`src/rtl/fir_pkg.sv`:
```
// Shared types and constants for the time-multiplexed FIR MAC sequencer.
package fir_pkg;

  typedef enum logic [1:0] {
    IDLE,
    MAC,
    OUT
  } state_e;

  localparam int unsigned DefN    = 4;
  localparam int unsigned DefDw   = 8;
  localparam int unsigned DefCw   = 8;
  localparam int unsigned OutW    = 16;
  localparam int unsigned CoefRst = 1;

endpackage

```
`src/rtl/fir_mac_sequencer_if.sv`:
```
// Sample-in, result-out and coefficient-load signals of the FIR MAC sequencer.
interface fir_mac_sequencer_if
  import fir_pkg::*;
#(
  parameter int unsigned N  = DefN,
  parameter int unsigned DW = DefDw,
  parameter int unsigned CW = DefCw
) ();

  logic                 in_valid;
  logic [DW-1:0]        in_data;
  logic                 in_ready;
  logic                 out_valid;
  logic [OutW-1:0]      out_data;
  logic                 out_ready;
  logic                 coef_we;
  logic [$clog2(N)-1:0] coef_addr;
  logic [CW-1:0]        coef_data;
  logic                 busy;

  modport master (
    output in_valid, in_data, out_ready, coef_we, coef_addr, coef_data,
    input  in_ready, out_valid, out_data, busy
  );

  modport slave (
    input  in_valid, in_data, out_ready, coef_we, coef_addr, coef_data,
    output in_ready, out_valid, out_data, busy
  );

endinterface

```
`src/rtl/fir_coef_rf.sv`:
```
// N x CW coefficient register file: one write port, one combinational read port,
// every entry resets to CoefRst.
module fir_coef_rf
  import fir_pkg::*;
#(
  parameter int unsigned N  = DefN,
  parameter int unsigned CW = DefCw
) (
  input  logic                 clk,
  input  logic                 reset,
  input  logic                 we,
  input  logic [$clog2(N)-1:0] waddr,
  input  logic [CW-1:0]        wdata,
  input  logic [$clog2(N)-1:0] raddr,
  output logic [CW-1:0]        rdata
);

  logic [N-1:0][CW-1:0] coef_q;

  always_ff @(posedge clk or negedge reset) begin
    if (!reset) begin
      for (int i = 0; i < N; i++) begin
        coef_q[i] <= CW'(CoefRst);
      end
    end else if (we) begin
      coef_q[waddr] <= wdata;
    end
  end

  assign rdata = coef_q[raddr];

endmodule

```
`src/rtl/fir_mac_sequencer.sv`:
```
// N-tap FIR using one multiply-accumulate unit stepped over N cycles per sample.
// Define FIR_SAT_EN to saturate the result to 16 bits instead of truncating it.
module fir_mac_sequencer
  import fir_pkg::*;
#(
  parameter int unsigned N  = DefN,
  parameter int unsigned DW = DefDw,
  parameter int unsigned CW = DefCw
) (
  input logic                clk,
  input logic                reset,
  fir_mac_sequencer_if.slave bus
);

  localparam int unsigned KW   = $clog2(N);
  localparam int unsigned AccW = DW + CW + KW;

  state_e               state_q, state_d;
  logic [KW-1:0]        k_q, k_d;
  logic [AccW-1:0]      acc_q, acc_d;
  logic [N-1:0][DW-1:0] x_q, x_d;
  logic [CW-1:0]        coef_rd;
  logic [AccW-1:0]      prod;
  logic                 coef_wr;

  // Writes are only taken while idle; an idle write lands before the next MAC reads it.
  assign coef_wr = bus.coef_we && (state_q == IDLE) && (32'(bus.coef_addr) < N);

  fir_coef_rf #(
    .N  (N),
    .CW (CW)
  ) u_coef_rf (
    .clk   (clk),
    .reset (reset),
    .we    (coef_wr),
    .waddr (bus.coef_addr),
    .wdata (bus.coef_data),
    .raddr (k_q),
    .rdata (coef_rd)
  );

  assign prod = AccW'(x_q[k_q]) * AccW'(coef_rd);

  always_comb begin
    state_d = state_q;
    k_d     = k_q;
    acc_d   = acc_q;
    x_d     = x_q;
    unique case (state_q)
      IDLE: begin
        if (bus.in_valid) begin
          x_d     = {x_q[N-2:0], bus.in_data};
          acc_d   = '0;
          k_d     = '0;
          state_d = MAC;
        end
      end
      MAC: begin
        acc_d = acc_q + prod;
        k_d   = k_q + 1'b1;
        if (k_q == KW'(N - 1)) begin
          k_d     = '0;
          state_d = OUT;
        end
      end
      OUT: begin
        if (bus.out_ready) begin
          state_d = IDLE;
        end
      end
      default: state_d = IDLE;
    endcase
  end

  always_ff @(posedge clk or negedge reset) begin
    if (!reset) begin
      state_q <= IDLE;
      k_q     <= '0;
      acc_q   <= '0;
      x_q     <= '0;
    end else begin
      state_q <= state_d;
      k_q     <= k_d;
      acc_q   <= acc_d;
      x_q     <= x_d;
    end
  end

  assign bus.in_ready  = (state_q == IDLE);
  assign bus.out_valid = (state_q == OUT);
  assign bus.busy      = (state_q != IDLE);

  // acc only changes in IDLE/MAC, so the result is stable for the whole OUT state.
`ifdef FIR_SAT_EN
  assign bus.out_data = (32'(acc_q) > 32'hFFFF) ? '1 : OutW'(acc_q);
`else
  assign bus.out_data = OutW'(acc_q);
`endif

endmodule

```
`src/flat_wrapper.sv`:
```
// flat-port wrapper written by rule: the top's interface ports become plain ports
module fir_mac_sequencer_flat import fir_pkg::*;
#(
  parameter int unsigned N  = DefN,
  parameter int unsigned DW = DefDw,
  parameter int unsigned CW = DefCw
)
  (clk, reset, bus_in_valid, bus_in_data, bus_out_ready, bus_coef_we, bus_coef_addr, bus_coef_data, bus_in_ready, bus_out_valid, bus_out_data, bus_busy);
  fir_mac_sequencer_if #(.N(N), .DW(DW), .CW(CW)) bus_i ();
  input logic clk;
  input logic reset;
  input wire logic [$bits(bus_i.in_valid)-1:0] bus_in_valid;
  input wire logic [$bits(bus_i.in_data)-1:0] bus_in_data;
  input wire logic [$bits(bus_i.out_ready)-1:0] bus_out_ready;
  input wire logic [$bits(bus_i.coef_we)-1:0] bus_coef_we;
  input wire logic [$bits(bus_i.coef_addr)-1:0] bus_coef_addr;
  input wire logic [$bits(bus_i.coef_data)-1:0] bus_coef_data;
  output wire logic [$bits(bus_i.in_ready)-1:0] bus_in_ready;
  output wire logic [$bits(bus_i.out_valid)-1:0] bus_out_valid;
  output wire logic [$bits(bus_i.out_data)-1:0] bus_out_data;
  output wire logic [$bits(bus_i.busy)-1:0] bus_busy;
  assign bus_i.in_valid = bus_in_valid;
  assign bus_i.in_data = bus_in_data;
  assign bus_i.out_ready = bus_out_ready;
  assign bus_i.coef_we = bus_coef_we;
  assign bus_i.coef_addr = bus_coef_addr;
  assign bus_i.coef_data = bus_coef_data;
  assign bus_in_ready = bus_i.in_ready;
  assign bus_out_valid = bus_i.out_valid;
  assign bus_out_data = bus_i.out_data;
  assign bus_busy = bus_i.busy;
  fir_mac_sequencer #(.N(N), .DW(DW), .CW(CW)) u_core (.clk(clk), .reset(reset), .bus(bus_i));
endmodule
```
`config.mk`:
```
export PLATFORM = sky130hd
export DESIGN_NAME = fir_mac_sequencer_flat
export DESIGN_NICKNAME = d
export VERILOG_FILES = /design/src/rtl/fir_pkg.sv /design/src/rtl/fir_mac_sequencer_if.sv /design/src/rtl/fir_coef_rf.sv /design/src/rtl/fir_mac_sequencer.sv /design/src/flat_wrapper.sv
export SDC_FILE = /design/constraint.sdc
export NUM_CORES = 1
export LEC_CHECK = 0
export ABC_AREA = 1
export BUFFER_PORTS_ARGS = -buffer_cell sky130_fd_sc_hd__buf_2
export CAP_MARGIN = 20
export CORE_AREA = 4 4 134 136
export CTS_BUF_LIST = sky130_fd_sc_hd__clkbuf_4
export DETAILED_ROUTE_END_ITERATION = 10
export DIE_AREA = 0 0 138 140
export PLACE_DENSITY = 0.57
export SLEW_MARGIN = 30
export SYNTH_ARGS = -nofsm -noshare
export SYNTH_HDL_FRONTEND = slang
export SYNTH_SLANG_ARGS = --single-unit
```
`constraint.sdc`:
```
create_clock -name clk -period 11.2 [get_ports clk]
set_clock_uncertainty 0.05 [all_clocks]
set_input_delay 1.12 -clock clk [delete_from_list [all_inputs] [get_ports clk]]
set_output_delay 1.12 -clock clk [all_outputs]
set_load 0.03 [all_outputs]
```
==> results.ini, run 1 <==
[setup_path]
end_kind = flip-flop
cp_cell_sequence = buf_4 > inv_6 > nand2_1 > a32oi_2 > nand2_1 > fa_1 > inv_1 > fa_1 > inv_1 > fa_1 > fa_1 > inv_1 > ha_1 > nand2_1 > nor2_1 > nand3_1 > nand3_1 > nand2_1 > nand3_1 > nand2_1
worst_path_max_delay_cell = sky130_fd_sc_hd__fa_1
worstPathArrival_ns = 5.43
worst-setup-path-type = reg -> reg
crit_fanout = 41
cp.buffers_inverters = 5
critical-path-top-cell-by-count = sky130_fd_sc_hd__nand2_1
ff2ff_setup_slack_ns = 6.10
setup.worst_path.start_class = flip-flop
cpLargestDelayFamily = adder cells
slowest_delay_ns = 0.57
worst-endpoint-required_ns = 11.53

[synth]
synth.yosys.warnings = 0
ys_async_sr_fraction_pct = 100
syn-num-nets = 906
synth_compound_gate_area_share_pct = 13.3
synth_seq_cells = 84
synth_top_family_by_area = adder cells
post-synth-top-area-fraction_pct = 30.3
synthDominantAreaCellType = sky130_fd_sc_hd__dfrtp_1
post_synth_main_area_contributors = sky130_fd_sc_hd__dfrtp_1 30%, sky130_fd_sc_hd__fa_1 15%, sky130_fd_sc_hd__nand2_1 13%
avgSynthCellArea_um2 = 8.28
ys_dominant_reg_cell = sky130_fd_sc_hd__dfrtp_1
postSynthCellCount = 797
yosys.area_share.simple_pct = 19.4
xor_xnor_fraction_of_synth_area_pct = 0.664
cell_with_the_most_instances_after_synthesis = sky130_fd_sc_hd__nand2_1
synth-edff-count = 0
synth.area.mux_share_pct = 0
mappedNetlistArea_um2 = 6600
synth_sequential_area_ratio_pct = 31.9
synth_cell_types = 34
synth_commonest_cells = 221 x sky130_fd_sc_hd__nand2_1, 157 x sky130_fd_sc_hd__inv_1, 80 x sky130_fd_sc_hd__dfrtp_1
synthAdderAreaFrac_pct = 22.0

[sta]
slew_headroom_pct = 60.2
timing_worst_slew_pin_value_ns = 0.596
hold_slack_ns = 0.447
setup-violations-final = 0
max_clock_freq_mhz = 196
final-hold-violation-count = 0
grt_setup_unrepaired = no
totalNegativeSetupSlack_ns = 0
fin_crit_sh_pct = 45.5
final_max_slew_viol_count = 0
fin_crit_period_ns = 5.10

[global_routing]
first_global_vias = 4896
largest_net_degree_at_the_start_of_global_routing = 48
antenna_violations_before_repair = 0
grt.total_usage_pct = 15.7
global_route_wire_length_before_repair_mm = 24.7
globalRoute.totalOverflow = 0

[place]
io_buffer_count = 41
dpl_cell_area_um2 = 6940
final_weighted_congestion_of_routability_driven_global_placement = 0.811
place_hpwl_mm = 11.0

[finish]
antennaDiodeCount = 0
area_delta_synth_final_pct = 7.42
layout-drive-gt1-share_pct = 15.9
design_area_um2 = 7090
fin_nets = 940
filler_cell_count = 1810

[hold_path]
hold_path_class = reg -> reg

[clock_network]
tritoncts.num_buffers = 9
clkLatencyLatePin_ns = 0.48
ctsLongestPathBuffers = 2
hold_buffers = 0
tritoncts = built
postCtsResizedCells = 0
cts.sink_count = 84
path_clk_slew_ns = 0.15
cts_post_setup_buffers_inserted = 0
root_buffer = sky130_fd_sc_hd__clkbuf_4
count_of_h_tree_levels_built_during_cts = 3

[route]
detail_route.wirelength.met1_mm = 7.09
route.detailed.wl_per_inst_um = 13.4
drt_first_pass_iters = 4
via_count = 4873
via_per_inst = 4.59
first_iter_violations = 267
drt_drc_violations_left = 0
routed_wirelength_mm = 14.3
met2_length_mm = 6.68
detail-route-antenna-nets = 0
top_layer_used = met4
met3RoutedLength_um = 420

[die]
initial_utilization_pct = 38.9
fp-row-count = 48
design.die.area_um2 = 19300
coreArea_um2 = 16900
die_y_um = 140
io-pin-count = 42
die_width_um = 138

[run_status]
outcome = finished clean

[flow_run]
maxCapViolCount = 0

## worst register-to-register path, cell delays in order, from the launching register on
cell and delay (ns):
sky130_fd_sc_hd__dfrtp_1 0.41, sky130_fd_sc_hd__buf_4 0.27, sky130_fd_sc_hd__inv_6 0.23, sky130_fd_sc_hd__nand2_1 0.10
sky130_fd_sc_hd__a32oi_2 0.38, sky130_fd_sc_hd__nand2_1 0.15, sky130_fd_sc_hd__fa_1 0.57, sky130_fd_sc_hd__inv_1 0.06
sky130_fd_sc_hd__fa_1 0.52, sky130_fd_sc_hd__inv_1 0.05, sky130_fd_sc_hd__fa_1 0.50, sky130_fd_sc_hd__fa_1 0.54
sky130_fd_sc_hd__inv_1 0.05, sky130_fd_sc_hd__ha_1 0.36, sky130_fd_sc_hd__nand2_1 0.13, sky130_fd_sc_hd__nor2_1 0.20
sky130_fd_sc_hd__nand3_1 0.17, sky130_fd_sc_hd__nand3_1 0.13, sky130_fd_sc_hd__nand2_1 0.05, sky130_fd_sc_hd__nand3_1 0.07
sky130_fd_sc_hd__nand2_1 0.05
## layer usage
metal  GRT usage, %  vias to the layer above
met2           25.8                       62
met3           3.00                        7
met4           3.02                        0
met1           21.8                     2296
li1               -                     2508
met5              0                        -
## stage by stage
stage | utilization [%] | setup slack, ns | instances
CTS | 41.8 | 6.05 | 1061
floorplan | - | 6.79 | 797
global placement | 41.0 | 6.06 | 1045
detailed placement | 41.0 | 6.06 | 1045
global route | 41.8 | 5.69 | 1061
finish | 41.8 | 6.10 | 1061
## layout make-up
type	count	area (µm²)	area share [%]
Clock inverter	7	75.1	1.06
Timing Repair Buffer	44	230	3.25
Multi-Input combinational cell	515	3650	51.5
Sequential cell	84	2110	29.7
Inverter	177	672	9.48
Tap cell	225	282	3.97
Clock buffer	9	67.6	0.954
## logic make-up (layout without fill, tap and decap cells)
group	Yosys count	after routing
buf+inv	198	237
simple gates	306	306
fa+ha+maj	86	86
xor+xnor	5	5
flops	84	84
compound gates	118	118
## cell usage in the layout (no fill, tap or decap), types with 2 or more instances in the layout
master,instances
sky130_fd_sc_hd__nand4_1,4
sky130_fd_sc_hd__buf_4,4
sky130_fd_sc_hd__fa_1,50
sky130_fd_sc_hd__xnor2_1,3
sky130_fd_sc_hd__inv_1,157
sky130_fd_sc_hd__a21oi_1,22
sky130_fd_sc_hd__inv_6,2
sky130_fd_sc_hd__o21ai_1,14
sky130_fd_sc_hd__nand2_1,221
sky130_fd_sc_hd__ha_1,36
sky130_fd_sc_hd__a32oi_2,14
sky130_fd_sc_hd__o21ai_2,25
sky130_fd_sc_hd__inv_2,18
sky130_fd_sc_hd__clkbuf_4,9
sky130_fd_sc_hd__nor2_1,52
sky130_fd_sc_hd__dfrtp_1,80
sky130_fd_sc_hd__xor2_1,2
sky130_fd_sc_hd__o22ai_1,3
sky130_fd_sc_hd__nor2_4,2
sky130_fd_sc_hd__nand3_4,4
sky130_fd_sc_hd__nand3_1,18
sky130_fd_sc_hd__buf_2,40
sky130_fd_sc_hd__dfstp_2,4
sky130_fd_sc_hd__o21ai_0,37
## sequential cells by signal (all words and copies together) (netlist names)
name / count
u_core.acc_q: 16
u_core.k_q: 2
u_core.state_q: 2
u_core.u_coef_rf.coef_q: 32
u_core.x_q: 32
## path summary, 6_finish.rpt
kind,from,endpoint,depth (start not counted)
worst min-delay path,u_core.u_coef_rf.coef_q[16],u_core.u_coef_rf.coef_q[16],2
worst min register to register,u_core.u_coef_rf.coef_q[16],u_core.u_coef_rf.coef_q[16],2
worst max-delay path,u_core.k_q[0],u_core.acc_q[13],20
max in group asynchronous,reset,u_core.x_q[25],2
min in group asynchronous,reset,u_core.u_coef_rf.coef_q[1],1
worst max register to register,u_core.k_q[0],u_core.acc_q[13],20
Power of run 1 is left out: the tool's default activity adds up to more than one toggle a clock period on the data nets, which glitch-free logic cannot reach.
==> run 2: changes to the inputs <==
- ABC_AREA: 1 -> 0
- CORE_AREA: 4 4 134 136 -> 4 4 130 132
- DIE_AREA: 0 0 138 140 -> 0 0 134 136
- PLACE_DENSITY: 0.57 -> 0.59
- clock period: 11.2 -> 4.15 ns (I/O delays scaled with it)
==> results.ini, run 2 <==
[run_status]
outcome = finished with violations  ; was finished clean
violations = setup timing

[hold_path]
worstHoldPathCells = 2  ; unchanged
hold_path_class = in -> reg  ; was reg -> reg
worstHoldEndpoint = u_core.x_q[0]  ; was u_core.u_coef_rf.coef_q[16]
worst_hold_startpoint = bus_in_data[0]  ; was u_core.u_coef_rf.coef_q[16]

[global_routing]
grt.total_usage_pct = 16.6  ; was 15.7%
global_route_wire_length_before_repair_mm = 23.7  ; was 24.7 mm
largest_net_degree_at_the_start_of_global_routing = 85  ; was 48
antenna_violations_before_repair = 1  ; was 0
globalRoute.totalOverflow = 0  ; unchanged
first_global_vias = 4689  ; was 4896

[synth]
post-synth-top-area-fraction_pct = 32.5  ; was 30.3%
synth.yosys.warnings = 0  ; unchanged
synthDominantAreaCellType = sky130_fd_sc_hd__dfrtp_1  ; unchanged
ys_dominant_reg_cell = sky130_fd_sc_hd__dfrtp_1  ; unchanged
synth-edff-count = 0  ; unchanged
postSynthCellCount = 544  ; was 797
synth_sequential_area_ratio_pct = 34.2  ; was 31.9%
ys_async_sr_fraction_pct = 100  ; unchanged
synth_commonest_cells = 99 x sky130_fd_sc_hd__inv_1, 80 x sky130_fd_sc_hd__dfrtp_1, 64 x sky130_fd_sc_hd__mux2_2  ; was 221 x sky130_fd_sc_hd__nand2_1, 157 x sky130_fd_sc_hd__inv_1, 80 x sky130_fd_sc_hd__dfrtp_1
post_synth_main_area_contributors = sky130_fd_sc_hd__dfrtp_1 32%, sky130_fd_sc_hd__fa_1 16%, sky130_fd_sc_hd__mux2_2 12%  ; was sky130_fd_sc_hd__dfrtp_1 30%, sky130_fd_sc_hd__fa_1 15%, sky130_fd_sc_hd__nand2_1 13%
synth_seq_cells = 84  ; unchanged
avgSynthCellArea_um2 = 11.3  ; was 8.28 µm²
syn-num-nets = 653  ; was 906
mappedNetlistArea_um2 = 6160  ; was 6600 µm²
cell_with_the_most_instances_after_synthesis = sky130_fd_sc_hd__inv_1  ; was sky130_fd_sc_hd__nand2_1
synth_cell_types = 49  ; was 34

[sta]
setup_slack_ns = -0.705  ; was 6.10 ns
max_clock_freq_mhz = 206  ; was 196 MHz
slew_headroom_pct = 48.6  ; was 60.2%
fin_crit_period_ns = 4.85  ; was 5.10 ns
final-hold-violation-count = 0  ; unchanged
setup-violations-final = 11  ; was 0
grt_setup_unrepaired = yes  ; was no
final_max_slew_viol_count = 0  ; unchanged
fin_crit_sh_pct = 117  ; was 45.5%
timing_worst_slew_pin_value_ns = 0.770  ; was 0.596 ns

[finish]
layout_common_cells = 84 x sky130_fd_sc_hd__inv_1, 79 x sky130_fd_sc_hd__dfrtp_1, 69 x sky130_fd_sc_hd__buf_4  ; was 221 x sky130_fd_sc_hd__nand2_1, 157 x sky130_fd_sc_hd__inv_1, 80 x sky130_fd_sc_hd__dfrtp_1
largest_registers = u_core.u_coef_rf.coef_q: 32 flops, u_core.x_q: 32 flops, u_core.acc_q: 16 flops  ; unchanged
design_area_um2 = 7730  ; was 7090 µm²
area_delta_synth_final_pct = 25.4  ; was 7.42%
layoutNonFillerInstCount = 888  ; was 1061
filler_cell_count = 1397  ; was 1810
fin_nets = 774  ; was 940
layout-drive-gt1-share_pct = 43.7  ; was 15.9%
mostFrequentLayoutCell = sky130_fd_sc_hd__inv_1  ; was sky130_fd_sc_hd__nand2_1

[route]
detail-route-antenna-nets = 0  ; unchanged
via_count = 4278  ; was 4873
drt_drc_violations_left = 0  ; unchanged
via_per_inst = 4.82  ; was 4.59
route.detailed.wl_per_inst_um = 15.8  ; was 13.4 µm
first_iter_violations = 214  ; was 267
routed_wirelength_mm = 14.1  ; was 14.3 mm
drt_first_pass_iters = 4  ; unchanged

[place]
io_buffer_count = 41  ; unchanged
place_hpwl_mm = 10.7  ; was 11.0 mm
final_weighted_congestion_of_routability_driven_global_placement = 0.812  ; was 0.811
placed_cells_incl_taps = 852  ; was 1045
dpl_cell_area_um2 = 7240  ; was 6940 µm²

[setup_path]
setup.worst_path.start_class = flip-flop  ; unchanged
timing.rr.end = u_core.acc_q[14]  ; was u_core.acc_q[13]
reg2reg_from = u_core.k_q[0]  ; unchanged
worst_path_max_delay_cell = sky130_fd_sc_hd__mux4_2  ; was sky130_fd_sc_hd__fa_1
end_kind = flip-flop  ; unchanged
slowest_delay_ns = 0.61  ; was 0.57 ns
worstPathArrival_ns = 5.16  ; was 5.43 ns
cp_cell_sequence = buf_12 > mux4_2 > and2_4 > fa_1 > fa_1 > fa_1 > inv_2 > fa_1 > inv_2 > ha_4 > nand2_4 > o21ai_4 > o21ai_4 > o2111a_1 > or3_1  ; was buf_4 > inv_6 > nand2_1 > a32oi_2 > nand2_1 > fa_1 > inv_1 > fa_1 > inv_1 > fa_1 > fa_1 > inv_1 > ha_1 > nand2_1 > nor2_1 > nand3_1 > nand3_1 > nand2_1 > nand3_1 > nand2_1
crit_fanout = 8  ; was 41
rr_worst_depth = 15  ; was 20
cp.buffers_inverters = 3  ; was 5
worst-endpoint-required_ns = 4.45  ; was 11.53 ns
ff2ff_setup_slack_ns = -0.70  ; was 6.10 ns
cpLargestDelayFamily = adder cells  ; unchanged
worst-setup-path-type = reg -> reg  ; unchanged
critical-path-top-cell-by-count = sky130_fd_sc_hd__fa_1  ; was sky130_fd_sc_hd__nand2_1

[die]
die_y_um = 136  ; was 140 µm
fp-row-count = 46  ; was 48
initial_utilization_pct = 39.2  ; was 38.9%
design.die.area_um2 = 18200  ; was 19300 µm²
coreArea_um2 = 15700  ; was 16900 µm²
die_width_um = 134  ; was 138 µm
io-pin-count = 42  ; unchanged

[clock_network]
clkLatencyLatePin_ns = 0.48  ; about the same
ctsLongestPathBuffers = 2  ; unchanged
cts.sink_count = 84  ; unchanged
count_of_h_tree_levels_built_during_cts = 3  ; unchanged
path_clk_slew_ns = 0.15  ; about the same
tritoncts.num_buffers = 9  ; unchanged
root_buffer = sky130_fd_sc_hd__clkbuf_4  ; unchanged
tritoncts = built  ; unchanged

[flow_run]
maxCapViolCount = 0  ; unchanged

## run 2: cell count changes in the layout (fill, tap and decap cells not counted), sizes merged, moves of 31 or more
cell | before | now
nor2 | 55 | 8
and2 | 1 | 32
nand2 | 223 | 54
inv | 179 | 101
mux2 | 0 | 64
o21ai | 76 | 13
buf | 44 | 122
## run 2: per-stage QoR
step | hold slack, ns | setup slack (ns) | setup TNS, ns | util (%)
finish | 0.116 | -0.705 | -5.26 | 49.2
global route | 0.0651 | -0.861 | -7.22 | 49.2
CTS | 0.0758 | -0.681 | -4.99 | 47.9
detailed placement | 0.439 | -0.722 | -5.35 | 46.1
global placement | 0.431 | -0.669 | -4.95 | 46.0
floorplan | 0.0694 | -0.568 | -3.36 | -
## run 2: routing by layer
layer,track usage [%],vias up,share of wire (%)
met2,27.8,69,51
met5,0,-,0
met4,5.89,0,2.0
met1,21.6,2149,44
met3,3.11,22,3.2
li1,-,2038,-
## run 2: timing repair
item | in CTS | in global routing
setup buffers | 4 | 12
pin swaps | 8 | 17
gates resized for setup | 19 | 34
endpoints found under the setup margin | 11 | 12
cloned | 0 | 1
hold buffers | 1 | 0
hold endpoints to repair | 80 | 0
## run 2: cell type report
cell class	count	area, µm²	area share (%)
Multi-Input combinational cell	347	3900	50.4
Sequential cell	84	2110	27.3
Timing Repair Buffer	124	926	12.0
Inverter	99	372	4.81
Tap cell	216	270	3.50
Clock buffer	10	75.1	0.972
Clock inverter	6	72.6	0.939
Antenna cell	2	5.00	0.0648
## run 2: cells by family after synthesis
logic type      count (synthesis)  share of synthesized area (%)
mux                            82                           17.9
xor+xnor                        9                           1.28
buf+inv                       113                           7.33
flops                          84                           34.2
fa+ha+maj                      86                           23.6
simple gates                  127                           10.6
compound gates                 43                           5.12
## run 2: how the worst max path moves through the flow
stage | from | to | slack [ns] | cells past startpoint
after CTS | u_core.k_q[0] | u_core.acc_q[14] | -0.68 | 14
after global routing | u_core.k_q[0] | u_core.acc_q[14] | -0.86 | 15
after global placement | u_core.k_q[0] | u_core.acc_q[15] | -0.67 | 15
after detailed placement | u_core.k_q[0] | u_core.acc_q[14] | -0.72 | 15
final | u_core.k_q[0] | u_core.acc_q[14] | -0.70 | 15
after floorplan | u_core.k_q[0] | u_core.acc_q[14] | -0.57 | 16
Power of run 2 is left out for the same reason.
